### src/rtl/mem_wb_pipe_reg.sv
// MEM->WB pipeline register: full result bundle, valid/ready handshake with a 2-entry skid buffer.
// Optional performance counters (stall_cnt, bubble_cnt) enabled by defining MEM_WB_PERF_CNT_EN.
module mem_wb_pipe_reg #(
    parameter int DATA_W     = 32,
    parameter int REG_ADDR_W = 5
) (
    input  logic                  clk,
    input  logic                  rst,
    input  logic                  flush,
    input  logic                  in_valid,
    output logic                  in_ready,
    input  logic [DATA_W-1:0]     instr_in,
    input  logic [DATA_W-1:0]     pc_in,
    input  logic [DATA_W-1:0]     alu_res_in,
    input  logic [DATA_W-1:0]     mem_data_in,
    input  logic                  wb_en_in,
    input  logic                  mem_to_reg_in,
    input  logic [REG_ADDR_W-1:0] wb_dest_in,
    output logic                  out_valid,
    input  logic                  out_ready,
    output logic [DATA_W-1:0]     instr,
    output logic [DATA_W-1:0]     pc,
    output logic [DATA_W-1:0]     alu_res,
    output logic [DATA_W-1:0]     mem_data,
    output logic                  wb_en,
    output logic                  mem_to_reg,
    output logic [REG_ADDR_W-1:0] wb_dest
`ifdef MEM_WB_PERF_CNT_EN
    ,
    output logic [31:0]           stall_cnt,
    output logic [31:0]           bubble_cnt
`endif
);

    localparam int BW = 4 * DATA_W + 2 + REG_ADDR_W;

    localparam logic [1:0] ST_EMPTY = 2'd0;
    localparam logic [1:0] ST_ONE   = 2'd1;
    localparam logic [1:0] ST_TWO   = 2'd2;

    logic [1:0]    state_q;
    logic [1:0]    state_d;
    logic [BW-1:0] main_q;
    logic [BW-1:0] skid_q;
    logic [BW-1:0] in_bundle;
    logic [BW-1:0] out_bundle;
    logic          in_ready_q;
    logic          acc;
    logic          drn;
    logic          load_main_in;
    logic          load_main_skid;
    logic          load_skid;

    assign in_bundle = {instr_in, pc_in, alu_res_in, mem_data_in,
                        wb_en_in, mem_to_reg_in, wb_dest_in};

    assign in_ready  = in_ready_q;
    assign out_valid = (state_q != ST_EMPTY);
    assign acc       = in_valid & in_ready_q;
    assign drn       = out_valid & out_ready;

    always_comb begin
        state_d        = state_q;
        load_main_in   = 1'b0;
        load_main_skid = 1'b0;
        load_skid      = 1'b0;
        if (flush) begin
            // Flush drops any incoming bundle; a same-cycle drain needs no action since all is emptied.
            state_d = ST_EMPTY;
        end else begin
            case (state_q)
                ST_EMPTY: begin
                    if (acc) begin
                        load_main_in = 1'b1;
                        state_d      = ST_ONE;
                    end
                end
                ST_ONE: begin
                    if (acc && drn) begin
                        load_main_in = 1'b1;
                    end else if (acc) begin
                        load_skid = 1'b1;
                        state_d   = ST_TWO;
                    end else if (drn) begin
                        state_d = ST_EMPTY;
                    end
                end
                ST_TWO: begin
                    if (drn) begin
                        load_main_skid = 1'b1;
                        state_d        = ST_ONE;
                    end
                end
                default: state_d = ST_EMPTY;
            endcase
        end
    end

    always_ff @(posedge clk) begin
        if (rst) begin
            state_q    <= ST_EMPTY;
            main_q     <= '0;
            skid_q     <= '0;
            in_ready_q <= 1'b1;
        end else begin
            state_q    <= state_d;
            in_ready_q <= (state_d != ST_TWO);
            if (load_main_in) begin
                main_q <= in_bundle;
            end else if (load_main_skid) begin
                main_q <= skid_q;
            end
            if (load_skid) begin
                skid_q <= in_bundle;
            end
        end
    end

    // Stale main contents are masked so an empty stage presents a NOP with wb_en low.
    assign out_bundle = out_valid ? main_q : '0;
    assign {instr, pc, alu_res, mem_data, wb_en, mem_to_reg, wb_dest} = out_bundle;

`ifdef MEM_WB_PERF_CNT_EN
    always_ff @(posedge clk) begin
        if (rst) begin
            stall_cnt  <= '0;
            bubble_cnt <= '0;
        end else begin
            if (out_valid && !out_ready && (stall_cnt != '1)) begin
                stall_cnt <= stall_cnt + 32'd1;
            end
            if (!out_valid && (bubble_cnt != '1)) begin
                bubble_cnt <= bubble_cnt + 32'd1;
            end
        end
    end
`endif

endmodule

### config.mk
export PLATFORM = sky130hd
export DESIGN_NAME = mem_wb_pipe_reg
export DESIGN_NICKNAME = d
export VERILOG_FILES = /design/src/rtl/mem_wb_pipe_reg.sv
export SDC_FILE = /design/constraint.sdc
export NUM_CORES = 1
export LEC_CHECK = 0
export CAP_MARGIN = 15
export CELL_PAD_IN_SITES_DETAIL_PLACEMENT = 1
export CELL_PAD_IN_SITES_GLOBAL_PLACEMENT = 2
export CORE_MARGIN = 3
export CORE_UTILIZATION = 32
export CTS_CLUSTER_SIZE = 40
export DETAILED_ROUTE_END_ITERATION = 8
export HOLD_SLACK_MARGIN = 0.02
export PLACE_DENSITY_LB_ADDON = 0.1
export SETUP_SLACK_MARGIN = 0.2
export SLEW_MARGIN = 20
export SYNTH_ARGS = -nofsm -noshare
export SYNTH_HDL_FRONTEND = slang
export SYNTH_SLANG_ARGS = --single-unit
export TNS_END_PERCENT = 30
### constraint.sdc
create_clock -name clk -period 3.5 [get_ports clk]
set_input_delay 0.525 -clock clk [delete_from_list [all_inputs] [get_ports clk]]
set_output_delay 0.525 -clock clk [all_outputs]
set_load 0.005 [all_outputs]
# Word-level counts from Yosys, hierarchy flattened

Index checks and enable logic that the tools add are counted.

Register bits: 273
Bits of input ports: 140
Output and inout bits: 137
Word-level logic and storage cells: 33

Equality and inequality tests: 3
Multiplexer cells: 20
Bitwise logic cells: 2
Reduce and logical (&&, ||, !) cells: 4

Operators by type and width:

| operator           | number |
|---|---|
| $mux 135           | 3 |
| $mux 2             | 6 |
| $mux 1             | 9 |
| $pmux 2 s3         | 1 |
| $reduce_bool 2->1  | 2 |
| $and 1x1->1        | 2 |
| $eq 2x1->1 const B | 1 |
| $eq 2x2->1 const B | 1 |
| $logic_not 2->1    | 1 |
| $ne 2x2->1 const B | 1 |
| $pmux 1 s2         | 1 |
| $logic_and 1x1->1  | 1 |

# Logic depth before layout (Yosys ltp)

Depth in word-level cells: 8
Mapped depth: 7

# Worst setup path before layout

No wires, ideal clock.

Path kind: flip-flop to output port
Start: register state_q[1]
End: output port instr[0]
Data arrival time: 1.361 ns
Required time: 2.975 ns
Setup slack: 1.614 ns
Cell stages (with the launch flop): 6
Path buffers: 3
Path through: dfxtp_1 -> or2_2 -> clkbuf_1 -> buf_1 -> clkbuf_1 -> and2_1

Longest elaborated chain between the ends: 2

Ends and longest elaborated chain:

| what                   | RTL line | text |
|---|---|---|
| from (decl)            | 41       | `logic [1:0] state_q;` |
| from (signal assigned) | 106      | `state_q <= state_d;` |
| $reduce_bool 2->1      | 58       | `assign out_valid = (state_q != ST_EMPTY);` |
| $mux 135               | 120      | `assign out_bundle = out_valid ? main_q : '0;` |
| to (decl)              | 21       | `output logic [DATA_W-1:0] instr,` |

Every way passes these cells.

# Worst setup path in the final report

Start: register state_q[1]
End: output port mem_data[0]

Longest elaborated chain between the ends: 2

Ends and longest elaborated chain:

| what              | RTL line | text |
|---|---|---|
| $reduce_bool 2->1 | 58       |  |
| $mux 135          | 120      |  |
| to (decl)         | 24       | `output logic [DATA_W-1:0] mem_data,` |

Every way passes these cells.

==> run_results.csv <==
group,metric,value,unit
yosys,synth_cell_type_count,26,
outcome,status,"finished clean",
drt,wl_per_cell,17.9,µm
die,start_util,32.6,%
sta,max_slew_margin,35.6,%
finish,layout.nets,1845,
clock_network,clock_latency,0.50,ns
clock_network,cts_resized,0,
drt,first_pass_iters,4,
clock_network,postCtsHoldBufs,0,
sta,setup_viol,0,
die,die_area,0.0408,mm²
worst_setup_path,path_delay_family,"buffers and inverters",
worst_setup_path,end_kind,"primary output",
worst_setup_path,timing.rr.end,"main_q[122]",
clock_network,cts_setup_buffers,0,
die,die_x,202,µm
placed_design,place.gp.congestion,0.721,
placed_design,placed_cell_area,0.0154,mm²
clock_network,cts_buffers,34,
drt,routed_via_density,4.93,
yosys,ys_seq_area_share,44.4,%
min_path,hp-class,"flop to flop",
sta,grt_setup_unrepaired,"false",
placed_design,io_buffers,276,
global_route,grt_max_degree,84,
worst_setup_path,crit_arrival,2.38,ns
clock_network,cts_tree,"built",
yosys,synth_edf_count,0,
clock_network,clock_sinks,273,
finish,final_cell_area,0.0165,mm²
die,die_h,202,µm
global_route,gr-total-overflow,0,
sta,layout_setup_ws,0.591,ns
drt,drt_iter0_markers,424,
worst_setup_path,critPathBufInv,2,
yosys,synth.cell_area,0.0123,mm²
yosys,netlist_instances,1503,
worst_setup_path,reg2reg_depth,6,
finish,fillers,4423,
die,rows,71,
power,pwr_density_cell,451,mW/mm²
worst_setup_path,reg2reg_setup_slack,1.39,ns
global_route,grt_pass1_vias,11300,
yosys,synth_nets,1643,
worst_setup_path,worstPathMaxFanout,83,
power,cellLeakagePower,5.48,nW
min_path,worstHoldPathCells,2,
finish,area_growth,34.3,%
worst_setup_path,worstPathCellList,"or2_4, buf_12, and2_1, clkdlybuf4s50_1",
drt,drc,0,
sta,maxSlewViolCount,0,
finish,drive_above_1_share,12.0,%
worst_setup_path,critPathLaunchType,"flop",
drt,num_vias,11000,
sta,period_needed,2.91,ns
placed_design,pre_cts_slack,0.667,ns
worst_setup_path,cp_slowest_stage_delay,0.53,ns
yosys,synth.avg_cell_area,8.18,µm²
min_path,hold_start,"skid_q[27]",
die,core,0.0378,mm²
worst_setup_path,slowest_stage,"clkdlybuf4s50_1",
die,ios,277,
drt,ant_nets,0,
yosys,synthFlopType,"dfxtp_1",
clock_network,clockBufferDepth,3,
min_path,worst_hold_path.endpoint,"skid_q[27]",
clock_network,htree_levels,2,
global_route,grt_pass1_wl,63800,µm
power,ir_worst_vdd,257,µV
sta,timing.fmax,0.344,GHz
run,drv_cap,0,
sta,tns,0,ns
worst_setup_path,path_class,"flop to primary output",
worst_setup_path,critPathRequiredTime,2.97,ns
sta,worst-slew-pin-transition,0.966,ns
placed_design,post-dp-hpwl,24400,µm
yosys,yosysWarnings,0,
sta,fin_worst_skew,0.0141,ns
global_route,track_usage,19.1,%
yosys,synth_seq_cells,273,
worst_setup_path,regToRegStartpoint,"in_ready",
global_route,antenna_found_initial,4,
clock_network,clk_pin_slew_worst_paths,0.05,ns
sta,hold_viol_final,0,
yosys,synthArstFlopShare,0,%
sta,min_period_over_period,83.1,%
drt,routed_wl,40000,µm
clock_network,clockRootBuffer,"clkbuf_16",
power,power.total,7.44,mW
-- placed cells by master, fill, tap and decap left out --
cell type and count:
and2b_1 1, clkbuf_8 3, xnor2_1 1, nor3_1 2
buf_12 15, a311oi_2 130, nand2_1 541, nor4_4 1
o21ai_0 1, a311oi_1 5, and3b_4 1, or4b_4 1
buf_4 9, nand3b_1 1, or2_4 1, clkdlybuf4s50_1 275
nand2b_4 1, diode_2 1, a2bb2oi_1 1, and2_1 135
nor3b_1 1, inv_1 1, clkbuf_16 37, or4_4 1
bufinv_16 1, buf_8 1, dfxtp_1 273, clkinv_2 5
a21oi_1 135, clkbuf_1 13, nor2_1 135
-- flip-flops by register name (all words and copies together), names as in the netlist --
name      count
in_ready      1
skid_q      135
main_q      135
state_q       2
-- power by group --
group | internal [mW] | switching [mW]
sequential | 3.23 | 0.0575
combinational | 0.368 | 0.370
clock | 2.06 | 1.35
total | 5.66 | 1.78
-- area by class of cell --
type	count	area [µm²]	share of cell area [%]
inverter	1	3.75	0.0227
multi-input combinational	1095	6190	37.5
timing repair buffer	300	3140	19.0
clock inverter	6	55.1	0.334
sequential	273	5470	33.1
tap	511	639	3.87
clock buffer	53	1020	6.15
antenna	1	2.50	0.0152
-- Yosys cell counts (2+ instances only) --
master	count	area, µm²
a21oi_1	135	676
nor2_1	135	507
nand2_1	541	2030
buf_1	5	18.8
buf_2	26	130
dfxtp_1	273	5470
buf_4	3	22.5
buf_6	15	169
a311oi_2	130	1950
clkbuf_1	85	319
a311oi_1	5	43.8
nor3_1	2	10.0
and2_1	135	845
-- routing by layer --
metal	vias to the layer above	part of all wire, %	GRT usage (%)
li1	5386	-	-
met1	5415	47	25.7
met2	180	47	31.9
met3	46	4.5	4.07
met4	6	1.6	3.99
met5	-	0.11	0
-- worst max-delay path by stage --
stage / slack (ns) / to / depth (start not counted) / start
2_1_floorplan: 1.61 / instr[0] / 5 / state_q[1]
3_3_place_gp: 0.71 / main_q[130] / 7 / out_ready
3_5_place_dp: 0.67 / main_q[122] / 7 / out_ready
4_1_cts: 0.59 / mem_data[0] / 4 / state_q[1]
5_1_grt: 0.53 / mem_data[0] / 4 / state_q[1]
6_report: 0.59 / mem_data[0] / 4 / state_q[1]
-- cell families (layout without fill, tap and decap cells) --
| family | after synthesis | count (layout) | share of synthesized area, % |
|---|---|---|---|
| other | 0 | 1 | 0 |
| AND/OR/NAND/NOR | 822 | 822 | 28.2 |
| buffers and inverters | 135 | 360 | 5.39 |
| XOR/XNOR | 1 | 1 | 0.0712 |
| AO/OA/AOI/OAI | 272 | 272 | 21.8 |
| flip-flops | 273 | 273 | 44.4 |
-- worst register-to-register path, stage by stage (launching register included) --
cell	delay [ns]
dfxtp_1	0.34
nand2_1	0.17
or4b_4	0.75
buf_12	0.28
buf_12	0.19
nor2_1	0.20
a311oi_2	0.06
-- through the flow --
step	utilization (%)	std cells	hold WS [ns]
2_1_floorplan	-	1503	0.437
3_3_place_gp	40.9	2180	0.441
3_5_place_dp	40.9	2180	0.447
4_1_cts	43.7	2239	0.456
5_1_grt	43.7	2240	0.471
6_report	43.7	2240	0.454
Power figures use the tool's default switching activity.
==> variant, RTL diff (same flow settings) <==
The option `MEM_WB_PERF_CNT_EN` is turned on by a define.
--- a/src/rtl/mem_wb_pipe_reg.sv
+++ b/src/rtl/mem_wb_pipe_reg.sv
@@ -1,5 +1,7 @@
 // MEM->WB pipeline register: full result bundle, valid/ready handshake with a 2-entry skid buffer.
 // Optional performance counters (stall_cnt, bubble_cnt) enabled by defining MEM_WB_PERF_CNT_EN.
+`define MEM_WB_PERF_CNT_EN
+
 module mem_wb_pipe_reg #(
     parameter int DATA_W     = 32,
     parameter int REG_ADDR_W = 5
Formal check against the unedited RTL (old outputs only; new: bubble_cnt and stall_cnt): same outputs for any inputs over 4 cycles, from zero or initial values and one cycle with rst high; that may be too few to reach the edited logic, so the function may still have changed.
==> variant against the original RTL <==
- wire length up 22%
- global-route usage up 0.26 points
- power is 18% higher
- worst setup slack lost 0.17 ns
- final area grew 21%
- sequential cell count is 64 higher
- area after synthesis up 20%
- critical path depth is 1 higher
- critical endpoint is now instr[26]
- highest routed layer unchanged
==> variant: results (changes against the original RTL) <==
- Seq/Total Area, Yosys: 45.7% (was 44.4%)
- Total power: 8.78 mW (was 7.44 mW)
- Top cells by count, synth: dfxtp_1 (337), nand2_1 (305), a21oi_1 (181) (was nand2_1 (541), dfxtp_1 (273), a21oi_1 (135), and2_1 (135), nor2_1 (135))
- Largest net degree at the start of global routing: 145 (was 84)
- Xor/xnor share of the synthesized area: 0.297% (was 0.0712%)
- First-pass GRT wire length: 76100 µm (was 63800 µm)
- Synth Area in Adders: 0.170% (was 0%)
- Synth Area in Compound Gates: 15.4% (was 21.8%)
- Biggest cell delay along the critical path: 0.57 ns (was 0.53 ns)
- TritonCTS buffer count: 41 (was 34)
- Vias in the first global route: 13793 (was 11340)
- Hold Crit Endpoint: stall_cnt[12] (was skid_q[27])
- Sequential Power Share: 46.1% (was 44.2%)
- Worst VDD drop: 0.322 mV (was 0.257 mV)
- 1st-iter DRT viols: 557 (was 424)
- Largest regs: main_q: 135 flops, skid_q: 135 flops (was main_q: 135 flops, skid_q: 135 flops, state_q: 2 flops)
- Post-Syn Nets: 1903 (was 1643)
- Area contributors post-synth: dfxtp_1 (46%), mux2i_1 (9.3%), nand2_1 (7.8%), a211oi_1 (6.9%), a21oi_1 (6.1%) (was dfxtp_1 (44%), nand2_1 (17%), a311oi_2 (16%), and2_1 (6.9%), a21oi_1 (5.5%))
- Final WL: 48700 µm (was 40000 µm)
- Critical Path AT: 2.56 ns (was 2.38 ns)
- Hold_sp: rst (was skid_q[27])
- Share of cells above drive strength 1: 5.11% (was 12.0%)
- Port buffer count: 340 (was 276)
- Antenna violations before repair: 12 (was 4)
- Slowest CP cell: dfxtp_1 (was clkdlybuf4s50_1)
- Mux cell area share after synthesis: 10.1% (was 0%)
- All-Layer GR Usage: 19.4% (was 19.1%)
- R2R setup slack: 0.83 ns (was 1.39 ns)
- Int Pwr: 6.72 mW (was 5.66 mW)
- Reg2reg end: stall_cnt[16] (was main_q[122])
- Depth of the most critical reg-to-reg path: 5 (was 6)
- P_leak: 6.47 nW (was 5.48 nW)
- Vias: 13453 (was 11033)
- Outcome: completed (unchanged)
- Hold Crit Depth: 3 (was 2)
- Layout Skew: 0.0167 ns (was 0.0141 ns)
- Layout fillers: 5272 (was 4423)
## variant: final cells by class
type | count | share of cell area [%]
multi-input combinational | 1275 | 37.3
sequential | 337 | 33.8
timing repair buffer | 360 | 18.4
clock buffer | 66 | 6.23
tap | 600 | 3.76
inverter | 12 | 0.232
clock inverter | 6 | 0.188
antenna | 3 | 0.0376
## variant: per-stage QoR
step	hold WS, ns	setup slack [ns]	cell area, µm²	util, %	cells
2_1_floorplan	0.436	1.36	14800	-	1761
3_3_place_gp	0.441	0.743	18700	41.0	2584
3_5_place_dp	0.448	0.664	18700	41.0	2584
4_1_cts	0.236	0.228	19900	43.9	2656
5_1_grt	0.278	0.226	20000	43.9	2658
6_report	0.269	0.417	20000	43.9	2659
## variant: layer usage
layer | track usage (%) | part of all wire [%] | vias to the layer above
met5 | 0 | 0.24 | -
met4 | 5.48 | 2.1 | 18
met3 | 4.94 | 5.5 | 73
met2 | 32.2 | 47 | 239
met1 | 25.0 | 45 | 6488
li1 | - | - | 6635
